**src/rtl/intf_stream_tx_if.sv**
```systemverilog
// Valid/ready stream link shared between a transmitter and its receiver.
interface stream_intf #(
    parameter int WIDTH = 8
);
    logic             valid;
    logic [WIDTH-1:0] data;
    logic             last;
    logic             ready;

    modport tx (output valid, output data, output last, input ready);
    modport rx (input valid, input data, input last, output ready);
endinterface

```
**src/rtl/intf_stream_tx.sv**
```systemverilog
// Stream transmitter: buffers pushed words in a small FIFO and drives them
// onto a stream_intf link with a per-packet 'last' marker.
module intf_stream_tx #(
    parameter int WIDTH   = 8,
    parameter int DEPTH   = 4,
    parameter int PKT_LEN = 4
) (
    input  logic             clk,
    input  logic             rst_n,
    input  logic             push_valid,
    input  logic [WIDTH-1:0] push_data,
    output logic             push_ready,
    input  logic             flush,
    stream_intf.tx           tx,
    output logic [15:0]      sent_count,
    output logic             busy
);
    localparam int AW = $clog2(DEPTH);
    localparam int BW = (PKT_LEN > 1) ? $clog2(PKT_LEN) : 1;

    typedef enum logic {IDLE, STREAM} state_t;

    state_t           state, state_nxt;
    logic [WIDTH-1:0] mem [DEPTH];
    logic [AW:0]      wr_ptr, rd_ptr, wr_nxt, rd_nxt;
    logic [BW-1:0]    beat_cnt, beat_nxt;
    logic             push_acc, pop_acc, empty_nxt, full_nxt;
    logic [WIDTH-1:0] head_nxt;

    assign push_acc = push_valid && push_ready && !flush;
    assign pop_acc  = tx.valid && tx.ready;
    assign busy     = (state == STREAM);

    // Next-state view of the FIFO so every tx output can be registered.
    // The head word comes from push_data when the slot being written now
    // becomes the head after this edge (push into an empty or draining FIFO).
    always_comb begin
        wr_nxt   = wr_ptr;
        rd_nxt   = rd_ptr;
        beat_nxt = beat_cnt;
        if (flush) begin
            wr_nxt   = '0;
            rd_nxt   = '0;
            beat_nxt = '0;
        end else begin
            if (push_acc)
                wr_nxt = wr_ptr + 1'b1;
            if (pop_acc) begin
                rd_nxt   = rd_ptr + 1'b1;
                beat_nxt = (beat_cnt == BW'(PKT_LEN - 1)) ? '0 : beat_cnt + 1'b1;
            end
        end
        empty_nxt = (wr_nxt == rd_nxt);
        full_nxt  = (wr_nxt[AW] != rd_nxt[AW]) && (wr_nxt[AW-1:0] == rd_nxt[AW-1:0]);
        head_nxt  = mem[rd_nxt[AW-1:0]];
        if (push_acc && (rd_nxt[AW-1:0] == wr_ptr[AW-1:0]))
            head_nxt = push_data;
        state_nxt = (flush || (empty_nxt && beat_nxt == '0)) ? IDLE : STREAM;
    end

    // FIFO storage; contents are don't-care while the pointers say empty.
    always_ff @(posedge clk) begin
        if (push_acc)
            mem[wr_ptr[AW-1:0]] <= push_data;
    end

    // Pointers, packet tracker and registered tx / push-side outputs.
    always_ff @(posedge clk or negedge rst_n) begin
        if (!rst_n) begin
            wr_ptr     <= '0;
            rd_ptr     <= '0;
            beat_cnt   <= '0;
            state      <= IDLE;
            sent_count <= '0;
            push_ready <= 1'b0;
            tx.valid   <= 1'b0;
            tx.data    <= '0;
            tx.last    <= 1'b0;
        end else begin
            wr_ptr     <= wr_nxt;
            rd_ptr     <= rd_nxt;
            beat_cnt   <= beat_nxt;
            state      <= state_nxt;
            sent_count <= sent_count + {15'd0, pop_acc};
            push_ready <= !full_nxt;
            tx.valid   <= !empty_nxt;
            tx.last    <= !empty_nxt && (beat_nxt == BW'(PKT_LEN - 1));
            if (!empty_nxt)
                tx.data <= head_nxt;
        end
    end
endmodule

```
**src/flat_wrapper.sv**
```systemverilog
// flat-port wrapper written by rule: the top's interface ports become plain ports
module intf_stream_tx_flat 
#(
    parameter int WIDTH   = 8,
    parameter int DEPTH   = 4,
    parameter int PKT_LEN = 4
)
  (clk, rst_n, push_valid, push_data, push_ready, flush, sent_count, busy, tx_valid, tx_data, tx_last, tx_ready);
  stream_intf #(.WIDTH(WIDTH)) tx_i ();
  input  logic clk;
  input  logic rst_n;
  input  logic push_valid;
  input  logic [WIDTH-1:0] push_data;
  output logic push_ready;
  input  logic flush;
  output logic [15:0] sent_count;
  output logic busy;
  output wire logic [$bits(tx_i.valid)-1:0] tx_valid;
  output wire logic [$bits(tx_i.data)-1:0] tx_data;
  output wire logic [$bits(tx_i.last)-1:0] tx_last;
  input wire logic [$bits(tx_i.ready)-1:0] tx_ready;
  assign tx_valid = tx_i.valid;
  assign tx_data = tx_i.data;
  assign tx_last = tx_i.last;
  assign tx_i.ready = tx_ready;
  intf_stream_tx #(.WIDTH(WIDTH), .DEPTH(DEPTH), .PKT_LEN(PKT_LEN)) u_core (.clk(clk), .rst_n(rst_n), .push_valid(push_valid), .push_data(push_data), .push_ready(push_ready), .flush(flush), .tx(tx_i), .sent_count(sent_count), .busy(busy));
endmodule
```
**config.mk**
```make
export PLATFORM = sky130hd
export DESIGN_NAME = intf_stream_tx_flat
export DESIGN_NICKNAME = d
export VERILOG_FILES = /design/src/rtl/intf_stream_tx_if.sv /design/src/rtl/intf_stream_tx.sv /design/src/flat_wrapper.sv
export SDC_FILE = /design/constraint.sdc
export NUM_CORES = 1
export LEC_CHECK = 0
export ABC_AREA = 0
export CAP_MARGIN = 10
export CORE_ASPECT_RATIO = 1.2
export CORE_MARGIN = 3
export CORE_UTILIZATION = 41
export CTS_BUF_LIST = sky130_fd_sc_hd__clkbuf_8 sky130_fd_sc_hd__clkbuf_16
export DETAILED_ROUTE_END_ITERATION = 6
export SYNTH_ARGS = -nofsm -noshare
export SYNTH_HDL_FRONTEND = slang
export SYNTH_SLANG_ARGS = --single-unit
```
**constraint.sdc**
```tcl
create_clock -name clk -period 4.4 [get_ports clk]
set_clock_uncertainty 0.05 [all_clocks]
set_input_delay 1.32 -clock clk [delete_from_list [all_inputs] [get_ports clk]]
set_output_delay 1.32 -clock clk [all_outputs]
set_load 0.02 [all_outputs]
```
# Word level (Yosys, flattened, before mapping)

Memory sizes are Yosys's and may differ from the RTL's. A register that Yosys moved wholly into a read port is not among the register bits.
Index checks and enable logic that the tools add are counted.

Bits in registers: 28
Bits in writable memories: 32
Bits of input ports: 13
Word-level logic and storage cells: 41
Memories: 1

Add/subtract/negate cells: 4
Equal/unequal tests: 5
Mux-type cells: 10
Reduce and logical (&&, ||, !) cells: 13

Memories:

| memory     | words | bits a word | rd ports | clocked after memory_dff | write ports | RTL line             | source |
|---|---|---|---|---|---|---|---|
| u_core.mem | 4     | 8           | 1        | 1                        | 1           | intf_stream_tx.sv:24 | `logic [WIDTH-1:0] mem [DEPTH];` |

Operators with widths:

| cell                                                           | count |
|---|---|
| 16-bit by 1-bit adder with 16-bit output                       | 1 |
| 3-bit two-way mux                                              | 4 |
| 3-bit by 1-bit adder with 3-bit output (second input constant) | 2 |
| 1-bit logical AND                                              | 6 |
| 2-bit two-way mux                                              | 3 |
| 1-bit logical NOT                                              | 5 |
| 2-bit == test (second input constant)                          | 2 |
| 3-bit == test                                                  | 1 |
| 1-bit two-way mux                                              | 3 |
| 2-bit by 1-bit adder with 2-bit output (second input constant) | 1 |
| 2-bit == test                                                  | 1 |
| 2-bit logical NOT                                              | 1 |
| 1-bit logical OR                                               | 1 |
| 1-bit inequality test                                          | 1 |

# Depth between registers and ports, before layout

Gate-level depths: netlist (run 1).

Depth after elaboration: 8
Depth in mapped cells: 8
Mapped depth without buffers: 8

# Least setup slack after synthesis (run 1)

OpenSTA, ideal clock, no wires.

Path kind: input port to flip-flop
Start point: input port push_valid
End point: register u_core.tx.data[6] (read register of u_core.mem)
Setup time: 125 ps
Arrival time: 2633 ps
Required time: 4225 ps
Path slack: 1593 ps
Stages: 6
Path buffers: 0
Cells stage by stage: nand2_1 > or2_1 > o31ai_4 > nor2_2 > a211o_1 > mux2_2

Word-level cells in the longest chain between the ends: 6

Ends and longest elaborated chain:

| element                            | RTL line                | source |
|---|---|---|
| from (decl)                        | flat_wrapper.sv:12      | `input logic push_valid;` |
| 1-bit logical AND (2 in a row)     | intf_stream_tx.sv:30    | `assign push_acc = push_valid && push_ready && !flush;` |
| 3-bit two-way mux                  | intf_stream_tx.sv:46    | `if (push_acc)` |
| 3-bit two-way mux                  | intf_stream_tx.sv:41    | `if (flush) begin` |
| 3-bit == test                      | intf_stream_tx.sv:53    | `empty_nxt = (wr_nxt == rd_nxt);` |
| 1-bit logical NOT (no source line) | n/a                     |  |
| to (decl)                          | intf_stream_tx_if.sv:10 | `modport tx (output valid, output data, output last, input ready);` |

Every way passes these cells.

# Worst setup path in the final report (run 1)

Start point: input port flush
End point: register u_core.tx.data[6] (read register of u_core.mem)

Word-level cells in the longest chain between the ends: 6

Ends and longest elaborated chain:

| element                            | RTL line             | source |
|---|---|---|
| from (decl)                        | flat_wrapper.sv:15   | `input logic flush;` |
| 1-bit logical NOT                  | intf_stream_tx.sv:30 |  |
| 1-bit logical AND                  | intf_stream_tx.sv:30 |  |
| 3-bit two-way mux                  | intf_stream_tx.sv:46 |  |
| 3-bit two-way mux                  | intf_stream_tx.sv:41 |  |
| 3-bit == test                      | intf_stream_tx.sv:53 |  |
| 1-bit logical NOT (no source line) | n/a                  |  |

Parallel ways exist; a longest one is shown, timed or not.

==> results.md, run 1 <==
* GR Overflow Total at 0
* CP max FO at 13
* Fin. max-slew vios at 0
* Initial antenna violation count at 0
* Die W at approximately 84 microns
* Period minus WS final at roughly 3300 ps
* Largest family of logic cells by synthesized area: simple AND/OR/NAND/NOR gates
* Tot Pwr at 1750 uW
* DPL Wire Length at between 4000 and 5000 microns
* Compound-gate portion of the synthesized area at 0.0657
* Area Overhead vs Synth at 22.4%
* Hold Startpoint: u_core.sent_count[15]
* Yosys top cell area share at 0.324
* First-pass GRT wire length at 9920 microns
* DRT iter0 DRCs at between 50 and 60
* Post-synth top cells: dfrtp_1 (36), edfxtp_1 (32), mux2i_1 (24)
* Post-cts resize count at 0
* Post-synthesis mux area share at 0.0847
* Hold-fix buffers at CTS at 0
* Hold path cells at 1
* Final hold violations at 0
* Max_slew headroom at 0.459
* R2R cell count at 8
* CP Class: input port to register
* Status: finished, final reports clean
* Max VDD drop at 0.247 mV
* First-pass iteration count of the detailed router at 5
* Via density per instance at 4.94
* Post-Synth Adder-Cell Area at 0.0337
* Worst Tran Pin Value at a little over 800 ps
* Antenna Nets Post-Route at 0
* Vias at around 1,800
* Largest net degree at the start of global routing at 37
* Post-CTS Setup Inserts at 0
* Clock Latency Late Sink at 330 ps
* CP max stage cell: clkdlybuf4s50_1
* Ys Warns at 0
* Post-synth EDFFs at 32
* Top-count cell post-synth: dfrtp_1
* Cell variety after synth at 35
* Critical Path RT at between 4000 and 5000 ps
* Clk slew on worst S/H paths at about 70 ps
* Final nets at about 290
* Register bit count reported by yosys at 68
* CORE AREA at about 6900 sq um
* Post-synthesis async set-or-reset flop share at 0.529
* Worst hold path type: register to register
* Type of destination of the critical path: register
* Worst R2R End: u_core.tx.data[2]
* Sequential-to-total area share from yosys stat at 0.627
* Layout cells sized above 1 at 0.111
* Final Util at 0.524
* Leak at between 0.001 and 0.0015 uW
* Starting density of the core at 0.428
* Die ar. at between 8000 and 9000 sq um
* Setup TNS at 0 ps
* Crit path DAT at between 3000 and 4000 ps
* Post-Synth XOR/XNOR Area at 0.0729
* CTS Root Cell: clkbuf_8
* Synth Net Count at between 200 and 250
* Tcrit/Tclk final at 0.754
* Cell taking the most area after synthesis: edfxtp_1
* # DRC at 0
* H-tree depth at 3
* Crit path from: flush
* CP startpoint kind: input port
* Max frequency at 0.301 GHz
* I/O pin cnt at 41
* GPL Wtd Cong at around 0.72
* CTS buffer count at 9
* Worst path max stage delay at 700 ps
* Worst-path cell chain: clkdlybuf4s50_1 -> or2_1 -> o32ai_4 -> nor2_1 -> a211o_1 -> mux2_2
* Post-Route WL at 5790 microns
* Synth Area in Simple Gates at 0.0906
* Clk buf depth at 2
* Setup violators final at 0
* Synth Cell Area at slightly below 3000 sq um
* Pwr Density at 482 nW/um^2
* CTS tree: built
* Post-synthesis cell count at between 200 and 250
* Clk sinks at between 60 and 70
* Maxcap violations at 0
* PortBufs at 40
* Endpoint, Worst Hold: u_core.sent_count[15]
* Reg-to-reg setup timing slack at 2070 ps
* Vias in the first global route at 1,921
* Avg Synthesized Cell Area at roughly 14 sq um
* Top_reg_cell synth: dfrtp_1
* ANT cells at 0
* Top post-synthesis cells by area: edfxtp_1 (32%), dfrtp_1 (30%), mux2i_1 (8.1%), xnor2_1 (4.1%), ha_1 (3.4%)
* R2r startpoint: u_core.wr_ptr[1]
* Unrepaired setup endpoints after global routing: false
* Rows at 33
* GRT Util Overall at 0.154
* Wirelength per Cell at 16.2 microns
* Die Ht at 99.2 microns
[layout make-up]
| class | count | area [sq um] |
|---|---|---|
| Clock buffer | 11 | 151 |
| Fill cell | 609 | 3300 |
| Multi-Input combinational cell | 132 | 1030 |
| Sequential cell | 68 | 1860 |
| Clock inverter | 5 | 21.3 |
| Inverter | 13 | 48.8 |
| Timing Repair Buffer | 42 | 410 |
| Tap cell | 87 | 109 |
[report_power, final]
group	switching, uW	internal [uW]
registers	67.8	749
clock network	218	227
logic	261	230
[critical path, delay by kind of cell]
kind / cells / cell delay [ps]
AND/OR/NAND/NOR: 2 / 540
AO/OA/AOI/OAI: 2 / 670
multiplexers: 1 / 260
buffers and inverters: 1 / 700
[metal layers]
metal	GRT usage	vias to the layer above	wire, microns
met3	0.0456	8	197
met2	0.235	34	2720
met4	0.0594	0	91
met1	0.209	865	2780
li1	-	863	-
met5	0	-	0
[worst max path at each step]
stage | endpoint | slack, ps | depth (start not counted)
floorplan | u_core.tx.data[6] | 1590 | 6
global placement | u_core.tx.data[6] | 780 | 6
detailed placement | u_core.tx.data[6] | 730 | 6
CTS | u_core.tx.data[6] | 1100 | 6
global route | u_core.tx.data[5] | 970 | 6
finish | u_core.tx.data[6] | 1080 | 6
[cells by family (layout without fill, tap and decap cells)]
| logic type | Yosys count | count (layout) |
|---|---|---|
| compound gates | 24 | 24 |
| xor+xnor | 23 | 23 |
| fa+ha+maj | 8 | 8 |
| buf+inv | 16 | 71 |
| flops | 68 | 68 |
| mux | 25 | 25 |
| simple gates | 52 | 52 |
[metrics by stage]
| stage | cell area [sq um] | hold WS, ps | worst slack [ps] | std cells |
|---|---|---|---|---|
| floorplan | 2970 | 461 | 1590 | 216 |
| global placement | 3460 | 406 | 777 | 342 |
| detailed placement | 3460 | 411 | 732 | 342 |
| CTS | 3630 | 425 | 1100 | 358 |
| global route | 3630 | 455 | 974 | 358 |
| finish | 3630 | 417 | 1080 | 358 |
[state kept, by name (all words and copies together) (netlist names)]
name,flops
u_core.tx.valid,1
u_core.beat_cnt,2
u_core.rd_ptr,3
u_core.wr_ptr,3
u_core.tx.data,8
u_core.tx.last,1
u_core.push_ready,1
u_core.sent_count,16
u_core.mem,32
u_core.busy,1
[cell usage in the layout, fill, tap and decap left out, drive strengths merged]
master	n
o21a	1
a21bo	2
o31ai	1
nand4	3
mux2	1
nand3	12
and2	6
o32ai	1
or2	3
nor2	12
buf	3
inv	16
nor3	4
and3	2
a211o	1
a21oi	11
clkbuf	11
edfxtp	32
o22ai	7
nand3b	1
nand2	9
clkdlybuf4s50	39
clkinv	2
xnor2	15
ha	8
xor2	8
dfrtp	36
mux2i	24
Power figures use the tool's default switching activity.
==> run 2: changes to the inputs <==
==> constraint.sdc (replaced) <==
create_clock -name clk -period 3.3 [get_ports clk]
set_clock_uncertainty 0.05 [all_clocks]
set_input_delay 0.99 -clock clk [delete_from_list [all_inputs] [get_ports clk]]
set_output_delay 0.99 -clock clk [all_outputs]
set_load 0.02 [all_outputs]
==> run 2 against run 1 <==
  * Register-to-register slack worse by 940 ps
  * Routed wire length is 3.3% lower
  * Non-clock buffer count rose by 4
  * Sequential power up 32%
==> results.md, run 2 (synthesized netlist as in run 1, its figures left out) <==
* DPL Wire Length at between 3000 and 4000 microns
* Crit path DAT at slightly below 3000 ps
* Most frequent cells in the layout: clkdlybuf4s50_1 (39), dfrtp_1 (36), edfxtp_1 (32)
* ANT cells at 0
* Internal power at about 1700 uW
* Top Metal Used: met4
* Setup TNS at 0 ps
* GPL Wtd Cong at ~0.75
* Worst hold path type: register to register
* Metal2 WL at roughly 2700 microns
* Layout cells sized above 1 at 0.135
* Maxcap violations at 0
* Max frequency at between 0.3 and 0.4 GHz
* CP Class: input port to register
* CTS Root Cell: clkbuf_8
* Starting density of the core at 0.428
* Vias in the first global route at between 1,500 and 2,000
* Leak at 0.00151 uW
* Critical Path RT at around 3500 ps
* CP max FO at 8
* PortBufs at 40
* CTS tree: built
* Die Ht at around 99 microns
* Die W at between 80 and 90 microns
* Vias at between 1,500 and 2,000
* Fin. max-slew vios at 0
* Final Util at 0.534
* Initial antenna violation count at 0
* Largest register FFs at 32
* Clk slew on worst S/H paths at approximately 80 ps
* Tcrit/Tclk final at 0.823
* H-tree depth at 3
* Worst Tran Pin Value at 791 ps
* Sw frac at 0.314
* Period minus WS final at approximately 2700 ps
* GRT Util Overall at 0.147
* Hold Startpoint: u_core.sent_count[15]
* First-pass GRT wire length at ~9500 microns
* Clk buf depth at 2
* Wirelength per Cell at roughly 15 microns
* CORE AREA at 6940 sq um
* Post-cts resize count at 0
* Sequential group share of total power at 0.443
* Fin worst setup slack at 584 ps
* Status: finished, final reports clean
* GR Overflow Total at 0
* Clk network pwr share at 0.281
* R2r startpoint: u_core.wr_ptr[1]
* Hold path cells at 1
* Met1 wire length at between 2000 and 3000 microns
* Endpoint, Worst Hold: u_core.sent_count[15]
* Worst R2R End: u_core.tx.data[6]
* Unrepaired setup endpoints after global routing: false
* Area Overhead vs Synth at 24.7%
* Max VDD drop at slightly below 0.4 mV
* Clock Latency Late Sink at 340 ps
* Setup violators final at 0
* Hold-fix buffers at CTS at 0
* Post-CTS Setup Inserts at 0
* # DRC at 0
* R2R cell count at 7
* Met3 routed WL at between 200 and 250 microns
* CTS buffer count at 9
* Die ar. at 8300 sq um
* Max_slew headroom at 0.473
* I/O pin cnt at a little over 40
* DRT iter0 DRCs at 75
* Type of destination of the critical path: register
* First-pass iteration count of the detailed router at 4
* Antenna Nets Post-Route at 0
* Largest net degree at the start of global routing at 37
* Post-Place Worst Slack at around 220 ps
* Worst hold slack at around 420 ps
* Final hold violations at 0
* Final nets at about 290
* Clk sinks at 68
* Rows at 33
* Tot Pwr at between 2000 and 2500 uW
* Net Switching at about 770 uW
* Logic pwr share at 0.275
* CP startpoint kind: input port
* Commonest non-fill, non-tap cell in the layout: clkdlybuf4s50_1
* Via density per instance at between 4 and 5
* Pwr Density at around 660 nW/um^2
* Post-Route WL at roughly 5600 microns
* Reg-to-reg setup timing slack at around 1100 ps
[run 2: cell types whose count changed in the layout (fill, tap and decap cells not counted)]
cell | previous run | this run
buf_4 | 2 | 5
inv_1 | 15 | 12
clkbuf_8 | 11 | 9
clkinv_4 | 0 | 2
inv_6 | 0 | 2
buf_12 | 0 | 1
bufinv_16 | 0 | 1
[run 2: worst max path at each step]
stage | from | end | slack (ps) | cells after the start
final | tx_ready | u_core.tx.data[6] | 580 | 7
after global routing | tx_ready | u_core.sent_count[12] | 430 | 9
after CTS | tx_ready | u_core.tx.data[2] | 580 | 8
after detailed placement | tx_ready | u_core.tx.data[3] | 220 | 8
after global placement | tx_ready | u_core.tx.data[3] | 220 | 8
after floorplan | push_valid | u_core.tx.data[6] | 820 | 6
[run 2: layout make-up]
type	count	area, sq um
Clock buffer	9	124
Clock inverter	7	75.1
Fill cell	615	3230
Inverter	13	48.8
Multi-Input combinational cell	132	1030
Sequential cell	68	1860
Tap cell	87	109
Timing Repair Buffer	46	453
[run 2: through the flow]
step,cell area (sq um),instances
after CTS,3700,362
after global placement,3500,346
after global routing,3700,362
after floorplan,2970,216
final,3700,362
after detailed placement,3500,346
[run 2: critical path, cell delays in order]
cell	delay (ps)
clkdlybuf4s50_1	580
nand2_2	160
xnor2_2	360
nor3_2	80
buf_4	170
a211o_1	290
mux2_2	250
[run 2: routing by layer]
metal | track usage | vias to the layer above
met5 | 0 | -
met4 | 0.0446 | 0
met3 | 0.0456 | 4
met2 | 0.227 | 38
met1 | 0.202 | 877
li1 | - | 876
[run 2: power by group through the flow]
stage	Combinational, uW	Clock (uW)	Sequential, uW
floorplan	278	0	1190
global placement	676	0	1100
detailed placement	680	0	1100
CTS	684	708	1090
global route	731	747	1100
finish	673	687	1080
